--- src/rtl/key_event_scheduler_pkg.sv ---
// Shared types and constants for the key event scheduler.
package key_evt_pkg;

  localparam int unsigned EvtTypeW = 2;

  // Per-key debounce/classification FSM states.
  typedef enum logic [1:0] {
    StUp     = 2'd0,
    StDnFilt = 2'd1,
    StDown   = 2'd2,
    StUpFilt = 2'd3
  } key_st_e;

  localparam logic [EvtTypeW-1:0] EVT_PRESS   = 2'd0;
  localparam logic [EvtTypeW-1:0] EVT_LONG    = 2'd1;
  localparam logic [EvtTypeW-1:0] EVT_RELEASE = 2'd2;

endpackage

--- src/rtl/key_event_scheduler_if.sv ---
// Event hand-off port: valid/ready with key index and event type.
interface key_event_scheduler_if
  import key_evt_pkg::*;
#(
  parameter int unsigned NUM_KEYS = 4
) ();

  localparam int unsigned KeyW = $clog2(NUM_KEYS);

  logic                evt_valid;
  logic                evt_ready;
  logic [KeyW-1:0]     evt_key;
  logic [EvtTypeW-1:0] evt_type;

  modport master (output evt_valid, output evt_key, output evt_type, input evt_ready);
  modport slave  (input evt_valid, input evt_key, input evt_type, output evt_ready);

endinterface

--- src/rtl/key_event_scheduler_key_fsm.sv ---
// One key: synchronizer, debounce filter and PRESS/LONG/RELEASE classification.
module key_fsm
  import key_evt_pkg::*;
#(
  parameter int unsigned DEBOUNCE_TICKS = 20,
  parameter int unsigned LONG_TICKS     = 1000
) (
  input  logic clk,
  input  logic rst,
  input  logic key_raw,
  input  logic tick,
  output logic key_state,
  output logic raise_press,
  output logic raise_long,
  output logic raise_release
);

  localparam int unsigned CntW  = $clog2(LONG_TICKS);
  localparam int unsigned UcntW = (DEBOUNCE_TICKS > 2) ? $clog2(DEBOUNCE_TICKS) : 1;

  localparam logic [CntW-1:0]  DebLast  = CntW'(DEBOUNCE_TICKS - 1);
  localparam logic [CntW-1:0]  LongLast = CntW'(LONG_TICKS - 1);
  localparam logic [UcntW-1:0] UdebLast = UcntW'(DEBOUNCE_TICKS - 1);

  logic [1:0]       sync_q;
  logic             sync;
  key_st_e          state_q, state_d;
  logic [CntW-1:0]  cnt_q, cnt_d;
  logic [UcntW-1:0] ucnt_q, ucnt_d;
  logic             long_done_q, long_done_d;

  assign sync      = sync_q[1];
  assign key_state = (state_q == StDown) || (state_q == StUpFilt);

  // Two-flop synchronizer for the raw key level.
  always_ff @(posedge clk) begin
    if (rst) sync_q <= '0;
    else     sync_q <= {sync_q[0], key_raw};
  end

  // FSM and counter state register.
  always_ff @(posedge clk) begin
    if (rst) begin
      state_q     <= StUp;
      cnt_q       <= '0;
      ucnt_q      <= '0;
      long_done_q <= 1'b0;
    end else begin
      state_q     <= state_d;
      cnt_q       <= cnt_d;
      ucnt_q      <= ucnt_d;
      long_done_q <= long_done_d;
    end
  end

  // Next state; a level change beats a coincident tick.
  always_comb begin
    state_d       = state_q;
    cnt_d         = cnt_q;
    ucnt_d        = ucnt_q;
    long_done_d   = long_done_q;
    raise_press   = 1'b0;
    raise_long    = 1'b0;
    raise_release = 1'b0;
    case (state_q)
      StUp: begin
        if (sync) begin
          state_d = StDnFilt;
          cnt_d   = '0;
        end
      end
      StDnFilt: begin
        if (!sync) begin
          state_d = StUp;
        end else if (tick) begin
          if (cnt_q == DebLast) begin
            state_d     = StDown;
            cnt_d       = '0;
            raise_press = 1'b1;
          end else begin
            cnt_d = cnt_q + 1'b1;
          end
        end
      end
      StDown: begin
        if (!sync) begin
          state_d = StUpFilt;
          ucnt_d  = '0;
        end else if (tick) begin
          // Hold count at LongLast; long_done keeps LONG to one per press.
          if (cnt_q == LongLast) begin
            if (!long_done_q) begin
              raise_long  = 1'b1;
              long_done_d = 1'b1;
            end
          end else begin
            cnt_d = cnt_q + 1'b1;
          end
        end
      end
      StUpFilt: begin
        if (sync) begin
          state_d = StDown;
        end else if (tick) begin
          if (ucnt_q == UdebLast) begin
            state_d       = StUp;
            cnt_d         = '0;
            long_done_d   = 1'b0;
            raise_release = 1'b1;
          end else begin
            ucnt_d = ucnt_q + 1'b1;
          end
        end
      end
      default: state_d = StUp;
    endcase
  end

endmodule

--- src/rtl/key_event_scheduler.sv ---
// Multi-key front end: shared tick, per-key FSMs, pending bits, RR arbiter, event register.
module key_event_scheduler
  import key_evt_pkg::*;
#(
  parameter int unsigned NUM_KEYS       = 4,
  parameter int unsigned TICK_DIV       = 50000,
  parameter int unsigned DEBOUNCE_TICKS = 20,
  parameter int unsigned LONG_TICKS     = 1000
) (
  input  logic                  clk,
  input  logic                  rst,
  input  logic [NUM_KEYS-1:0]   key_in,
  key_event_scheduler_if.master evt,
  output logic [NUM_KEYS-1:0]   key_state,
  output logic                  overrun
);

  localparam int unsigned KeyW = $clog2(NUM_KEYS);
  localparam int unsigned PreW = (TICK_DIV > 1) ? $clog2(TICK_DIV) : 1;

  logic [PreW-1:0]           pre_q;
  logic                      tick;
  // Pending bit order per key: [0] PRESS, [1] LONG, [2] RELEASE.
  logic [NUM_KEYS-1:0][2:0]  raise, clr, pend_q, pend_d;
  logic                      valid_q, valid_d;
  logic [KeyW-1:0]           key_q, key_d, rr_q, rr_d;
  logic [EvtTypeW-1:0]       type_q, type_d;
  logic                      overrun_q, overrun_d;

  assign tick = (pre_q == PreW'(TICK_DIV - 1));

  // Shared debounce time base.
  always_ff @(posedge clk) begin
    if (rst || tick) pre_q <= '0;
    else             pre_q <= pre_q + 1'b1;
  end

  for (genvar k = 0; k < NUM_KEYS; k++) begin : g_key
    key_fsm #(
      .DEBOUNCE_TICKS (DEBOUNCE_TICKS),
      .LONG_TICKS     (LONG_TICKS)
    ) u_key_fsm (
      .clk           (clk),
      .rst           (rst),
      .key_raw       (key_in[k]),
      .tick          (tick),
      .key_state     (key_state[k]),
      .raise_press   (raise[k][0]),
      .raise_long    (raise[k][1]),
      .raise_release (raise[k][2])
    );
  end

  // Round-robin grant, type priority and pending update.
  always_comb begin
    int unsigned idx;
    logic        found;
    logic [KeyW-1:0] sel;
    idx     = 0;
    found   = 1'b0;
    sel     = '0;
    clr     = '0;
    valid_d = valid_q;
    key_d   = key_q;
    type_d  = type_q;
    rr_d    = rr_q;
    if (!valid_q || evt.evt_ready) begin
      valid_d = 1'b0;
      for (int unsigned i = 0; i < NUM_KEYS; i++) begin
        idx = 32'(rr_q) + i;
        if (idx >= NUM_KEYS) idx = idx - NUM_KEYS;
        sel = KeyW'(idx);
        if (!found && (|pend_q[sel])) begin
          found   = 1'b1;
          valid_d = 1'b1;
          key_d   = sel;
          rr_d    = (idx == NUM_KEYS - 1) ? '0 : KeyW'(idx + 1);
          if (pend_q[sel][0]) begin
            type_d       = EVT_PRESS;
            clr[sel][0]  = 1'b1;
          end else if (pend_q[sel][1]) begin
            type_d       = EVT_LONG;
            clr[sel][1]  = 1'b1;
          end else begin
            type_d       = EVT_RELEASE;
            clr[sel][2]  = 1'b1;
          end
        end
      end
    end
    // A new raise beats a same-cycle grant and is not an overrun.
    pend_d    = (pend_q & ~clr) | raise;
    overrun_d = |(raise & pend_q & ~clr);
  end

  // Pending bits, pointer and registered event outputs.
  always_ff @(posedge clk) begin
    if (rst) begin
      pend_q    <= '0;
      valid_q   <= 1'b0;
      key_q     <= '0;
      type_q    <= '0;
      rr_q      <= '0;
      overrun_q <= 1'b0;
    end else begin
      pend_q    <= pend_d;
      valid_q   <= valid_d;
      key_q     <= key_d;
      type_q    <= type_d;
      rr_q      <= rr_d;
      overrun_q <= overrun_d;
    end
  end

  assign evt.evt_valid = valid_q;
  assign evt.evt_key   = key_q;
  assign evt.evt_type  = type_q;
  assign overrun       = overrun_q;

endmodule

--- src/flat_wrapper.sv ---
// flat-port wrapper written by rule: the top's interface ports become plain ports
module key_event_scheduler_flat import key_evt_pkg::*;
#(
  parameter int unsigned NUM_KEYS       = 4,
  parameter int unsigned TICK_DIV       = 50000,
  parameter int unsigned DEBOUNCE_TICKS = 20,
  parameter int unsigned LONG_TICKS     = 1000
)
  (clk, rst, key_in, key_state, overrun, evt_evt_valid, evt_evt_key, evt_evt_type, evt_evt_ready);
  key_event_scheduler_if #(.NUM_KEYS(NUM_KEYS)) evt_i ();
  input  logic clk;
  input  logic rst;
  input  logic [NUM_KEYS-1:0] key_in;
  output logic [NUM_KEYS-1:0] key_state;
  output logic overrun;
  output wire logic [$bits(evt_i.evt_valid)-1:0] evt_evt_valid;
  output wire logic [$bits(evt_i.evt_key)-1:0] evt_evt_key;
  output wire logic [$bits(evt_i.evt_type)-1:0] evt_evt_type;
  input wire logic [$bits(evt_i.evt_ready)-1:0] evt_evt_ready;
  assign evt_evt_valid = evt_i.evt_valid;
  assign evt_evt_key = evt_i.evt_key;
  assign evt_evt_type = evt_i.evt_type;
  assign evt_i.evt_ready = evt_evt_ready;
  key_event_scheduler #(.NUM_KEYS(NUM_KEYS), .TICK_DIV(TICK_DIV), .DEBOUNCE_TICKS(DEBOUNCE_TICKS), .LONG_TICKS(LONG_TICKS)) u_core (.clk(clk), .rst(rst), .key_in(key_in), .evt(evt_i), .key_state(key_state), .overrun(overrun));
endmodule
--- config.mk ---
export PLATFORM = sky130hd
export DESIGN_NAME = key_event_scheduler_flat
export DESIGN_NICKNAME = d
export VERILOG_FILES = /design/src/rtl/key_event_scheduler_pkg.sv /design/src/rtl/key_event_scheduler_if.sv /design/src/rtl/key_event_scheduler_key_fsm.sv /design/src/rtl/key_event_scheduler.sv /design/src/flat_wrapper.sv
export SDC_FILE = /design/constraint.sdc
export NUM_CORES = 1
export LEC_CHECK = 0
export CORE_UTILIZATION = 50
export DETAILED_ROUTE_END_ITERATION = 7
export GPL_TIMING_DRIVEN = 0
export PLACE_DENSITY = 0.69
export REMOVE_ABC_BUFFERS = 1
export SLEW_MARGIN = 0
export SYNTH_ARGS = -nofsm -noshare
export SYNTH_HDL_FRONTEND = slang
export SYNTH_SLANG_ARGS = --single-unit
--- constraint.sdc ---
create_clock -name clk -period 5.45 [get_ports clk]
set_clock_uncertainty 0.2 [all_clocks]
set_input_delay 1.09 -clock clk [delete_from_list [all_inputs] [get_ports clk]]
set_output_delay 1.09 -clock clk [all_outputs]
set_load 0.05 [all_outputs]
==> results.toml <==
[logic_synthesis]
synth_seq_area_share_pct = 33.8
synth_commonest_cells = "sky130_fd_sc_hd__dfxtp_1, sky130_fd_sc_hd__nor2_1, sky130_fd_sc_hd__nand2_1, sky130_fd_sc_hd__a21oi_1, sky130_fd_sc_hd__xor2_1"
syn_inst = 822
yosys_register_bits = 116
synth-edff-count = 0
synth_top_area_cell = "sky130_fd_sc_hd__dfxtp_1"
yosysWarningCount = 0
async_flop_share_pct = 0
ys_dominant_reg_cell = "sky130_fd_sc_hd__dfxtp_1"
post-synth-top-area-fraction_pct = 33.8
netlist-cell-type-count = 82
synth_most_common_cell = "sky130_fd_sc_hd__dfxtp_1"
top_cells_by_area_in_the_synthesized_netlist = "sky130_fd_sc_hd__dfxtp_1, sky130_fd_sc_hd__ha_1, sky130_fd_sc_hd__nor2_1"
synth_area_um2 = 6860
post_synth.cell_area_avg_um2 = 8.35

[placed_design]
placed_cells_incl_taps = 980
io_buffers = 16
detailedPlacementHpwl_mm = 11.3
routabilityCongestion = 0.905

[floorplanning]
fp.dieH_um = 119
core_area_um2 = 13300
floorplan.initialDensity_pct = 51.6
rows = 42
fp.dieArea_um2 = 14200
chipWidth_um = 119
io-pin-count = 17

[layout]
final_cells = 1007
area_growth_syn_to_layout_pct = 11.9
area_taken_by_multi_input_logic_gates_um2 = 4260
fillerInstances = 1181
final-seq-area_um2 = 2320
antenna-diode-count = 0
nets_final = 863
post_route_cells_drive_above_1_share_pct = 7.82

[power]
vdd.ir_drop.worst_mv = 0.205
static-leakage-power_nw = 2.76
power-per-cell-area_nw_per_um2 = 316
clock_power_share_pct = 44.1
internal_power_consumption_mw = 1.75
comb_power_share_pct = 17.7
switching_power_mw = 0.677
power.share.switching_pct = 27.9
seq_power_share_pct = 38.2

[drt]
drt_first_iter_violations = 460
routed_via_density = 6.02
vias = 6063
detail_route.drc_violations = 0
drt-wirelength-per-cell_um = 15.7
firstDrtPassIters = 5
ant_nets = 0
wirelength_mm = 15.8

[cts]
holdBufCountCts = 0
clock_latency_ns = 0.42
clock_tree.buffer_depth = 2
htree_num_levels = 4
clock_sink_count = 116
clkTransAtPathRegs_ns = 0.05
cts_made_buffers = 17
clk_root_buffer_cell = "sky130_fd_sc_hd__clkbuf_16"
cts_post_setup_buffers_inserted = 0
cts.repair.resized = 0
tritoncts = "yes"

[setup_path]
setup.reg_to_reg.worst_slack_ns = 0.56
worst_ep_arrival_time_ns = 4.99
rr_worst_depth = 9
crit_fanout = 19
setup.worst_path.start = "u_core.rr_q[0]$_SDFFE_PP0P_"
timing.rr.start = "u_core.rr_q[0]$_SDFFE_PP0P_"
crit_path_end = "u_core.overrun$_SDFF_PP0_"
critical_path_required_ns = 5.55
rr_endpoint = "u_core.overrun$_SDFF_PP0_"
timing.critical_path.slowest_stage_cell = "sky130_fd_sc_hd__dfxtp_1"
worst_setup_path_end_kind = "register"
setup.worst_path.start_class = "register"
sequence_of_cells_on_the_critical_path = "inv_1, ha_1, mux4_2, or4_1, nor3_1, nand3_1, a32oi_1, o22a_1, a31oi_1"
worst-setup-path-type = "reg2reg"
max_stage_delay_ns = 0.90

[timing]
finalMaxSlewViolations = 0
timing.final.hold_violations = 0
timing.slew.headroom_pct = 30.5
fin_worst_hold_slack_ns = 0.233
achievable-frequency_mhz = 205
report.final.setup_viol = 0
post-route-period-util_pct = 89.7
rsz0062_at_grt = "no"
time_the_worst_path_needs_with_i_o_delays_and_setup_ns = 4.89
tightest_slew_ns = 1.04
finalSetupTns_ns = 0

[job]
cap_viol_max_count = 0

[global_routing]
number_of_antenna_violations_at_the_first_check_in_global_routing = 0
first_global_vias = 5620
grt.total_usage_pct = 23.1
grt_remaining_overflow = 0
grt_max_degree = 37
grt_first_pass_wirelength_mm = 26.5

[worst_hold_path]
worstHoldPathType = "reg2reg"

[status]
outcome = "finished, final reports clean"
worst max-delay path: cells and delay by family, from the launching register on:
kind / cells / cell delay (ns)
simple gates: 3 / 1.39
fa+ha+maj: 1 / 0.62
flops: 1 / 0.90
mux: 1 / 0.66
buf+inv: 1 / 0.29
compound gates: 3 / 0.72
placed cells by master (no fill, tap or decap), types with 22 or more instances in the layout:
cell	count
sky130_fd_sc_hd__nor2_1	102
sky130_fd_sc_hd__o21ai_0	37
sky130_fd_sc_hd__nand2_1	80
sky130_fd_sc_hd__ha_1	33
sky130_fd_sc_hd__a21oi_1	45
sky130_fd_sc_hd__inv_1	37
sky130_fd_sc_hd__dfxtp_1	116
sky130_fd_sc_hd__nand3_1	22
sky130_fd_sc_hd__nand4_1	32
sky130_fd_sc_hd__xor2_1	42
sky130_fd_sc_hd__nor3_1	23
power groups by stage:
stage / Clock (mW) / Sequential [mW] / Combinational, mW
6_report: 1.07 / 0.927 / 0.430
5_1_grt: 1.12 / 0.931 / 0.485
4_1_cts: 1.08 / 0.926 / 0.428
3_5_place_dp: 0 / 0.942 / 0.425
3_3_place_gp: 0 / 0.939 / 0.409
2_1_floorplan: 0 / 0.933 / 0.333
how the worst min path moves through the flow:
| stage | startpoint | to | slack, ns | cells past startpoint |
|---|---|---|---|---|
| floorplan | u_core.g_key[0].u_key_fsm.sync_q[0]$_SDFF_PP0_ | u_core.g_key[0].u_key_fsm.sync_q[1]$_SDFF_PP0_ | 0.21 | 1 |
| global placement | u_core.g_key[0].u_key_fsm.sync_q[0]$_SDFF_PP0_ | u_core.g_key[0].u_key_fsm.sync_q[1]$_SDFF_PP0_ | 0.22 | 1 |
| detailed placement | u_core.g_key[0].u_key_fsm.sync_q[0]$_SDFF_PP0_ | u_core.g_key[0].u_key_fsm.sync_q[1]$_SDFF_PP0_ | 0.22 | 1 |
| CTS | u_core.g_key[0].u_key_fsm.sync_q[0]$_SDFF_PP0_ | u_core.g_key[0].u_key_fsm.sync_q[1]$_SDFF_PP0_ | 0.23 | 1 |
| global route | u_core.g_key[2].u_key_fsm.sync_q[0]$_SDFF_PP0_ | u_core.g_key[2].u_key_fsm.sync_q[1]$_SDFF_PP0_ | 0.25 | 1 |
| finish | u_core.g_key[0].u_key_fsm.sync_q[0]$_SDFF_PP0_ | u_core.g_key[0].u_key_fsm.sync_q[1]$_SDFF_PP0_ | 0.23 | 1 |
cell type report:
type,instances,area share (%)
multi-input combinational,633,55.4
sequential,116,30.3
clock buffer,21,6.26
tap,176,2.87
timing repair buffer,17,2.28
inverter,38,1.86
clock inverter,6,1.04
sequential cells by signal, indices dropped and copies added (netlist names), named ones only:
signal,flops
u_core.evt.evt_key,2
u_core.evt.evt_type,2
u_core.evt.evt_valid,1
u_core.g_key.u_key_fsm.cnt_q,40
u_core.g_key.u_key_fsm.long_done_q,4
u_core.g_key.u_key_fsm.state_q,4
u_core.g_key.u_key_fsm.sync_q,8
u_core.g_key.u_key_fsm.ucnt_q,20
u_core.overrun,1
u_core.pend_q,12
u_core.pre_q,16
u_core.rr_q,2
per-layer routing:
layer	GRT usage, %	up-vias	wire, um
li1	-	2966	-
met1	30.2	2911	7230
met2	36.9	158	7410
met3	4.65	28	840
met4	9.97	0	288
met5	0	-	0
cell families (layout without fill, tap and decap cells):
| kind of cell | after synthesis | in the layout | share of synthesized area (%) |
|---|---|---|---|
| adder cells (fa/ha/maj) | 33 | 33 | 6.02 |
| AND/OR/NAND/NOR | 366 | 366 | 28.0 |
| XOR/XNOR | 56 | 56 | 7.15 |
| multiplexers | 19 | 19 | 4.98 |
| buffers and inverters | 73 | 82 | 4.28 |
| AO/OA/AOI/OAI | 159 | 159 | 15.7 |
| flip-flops | 116 | 116 | 33.8 |
metrics by stage:
step	utilization [%]	power (mW)	worst slack, ns	area [um^2]
floorplan	-	1.27	1.31	6710
global placement	53.3	1.35	0.261	7090
detailed placement	53.5	1.37	0.636	7110
CTS	57.7	2.44	0.623	7670
global route	57.7	2.54	0.191	7680
finish	57.7	2.42	0.560	7680
Note: power is estimated with default switching activity, not from simulation.
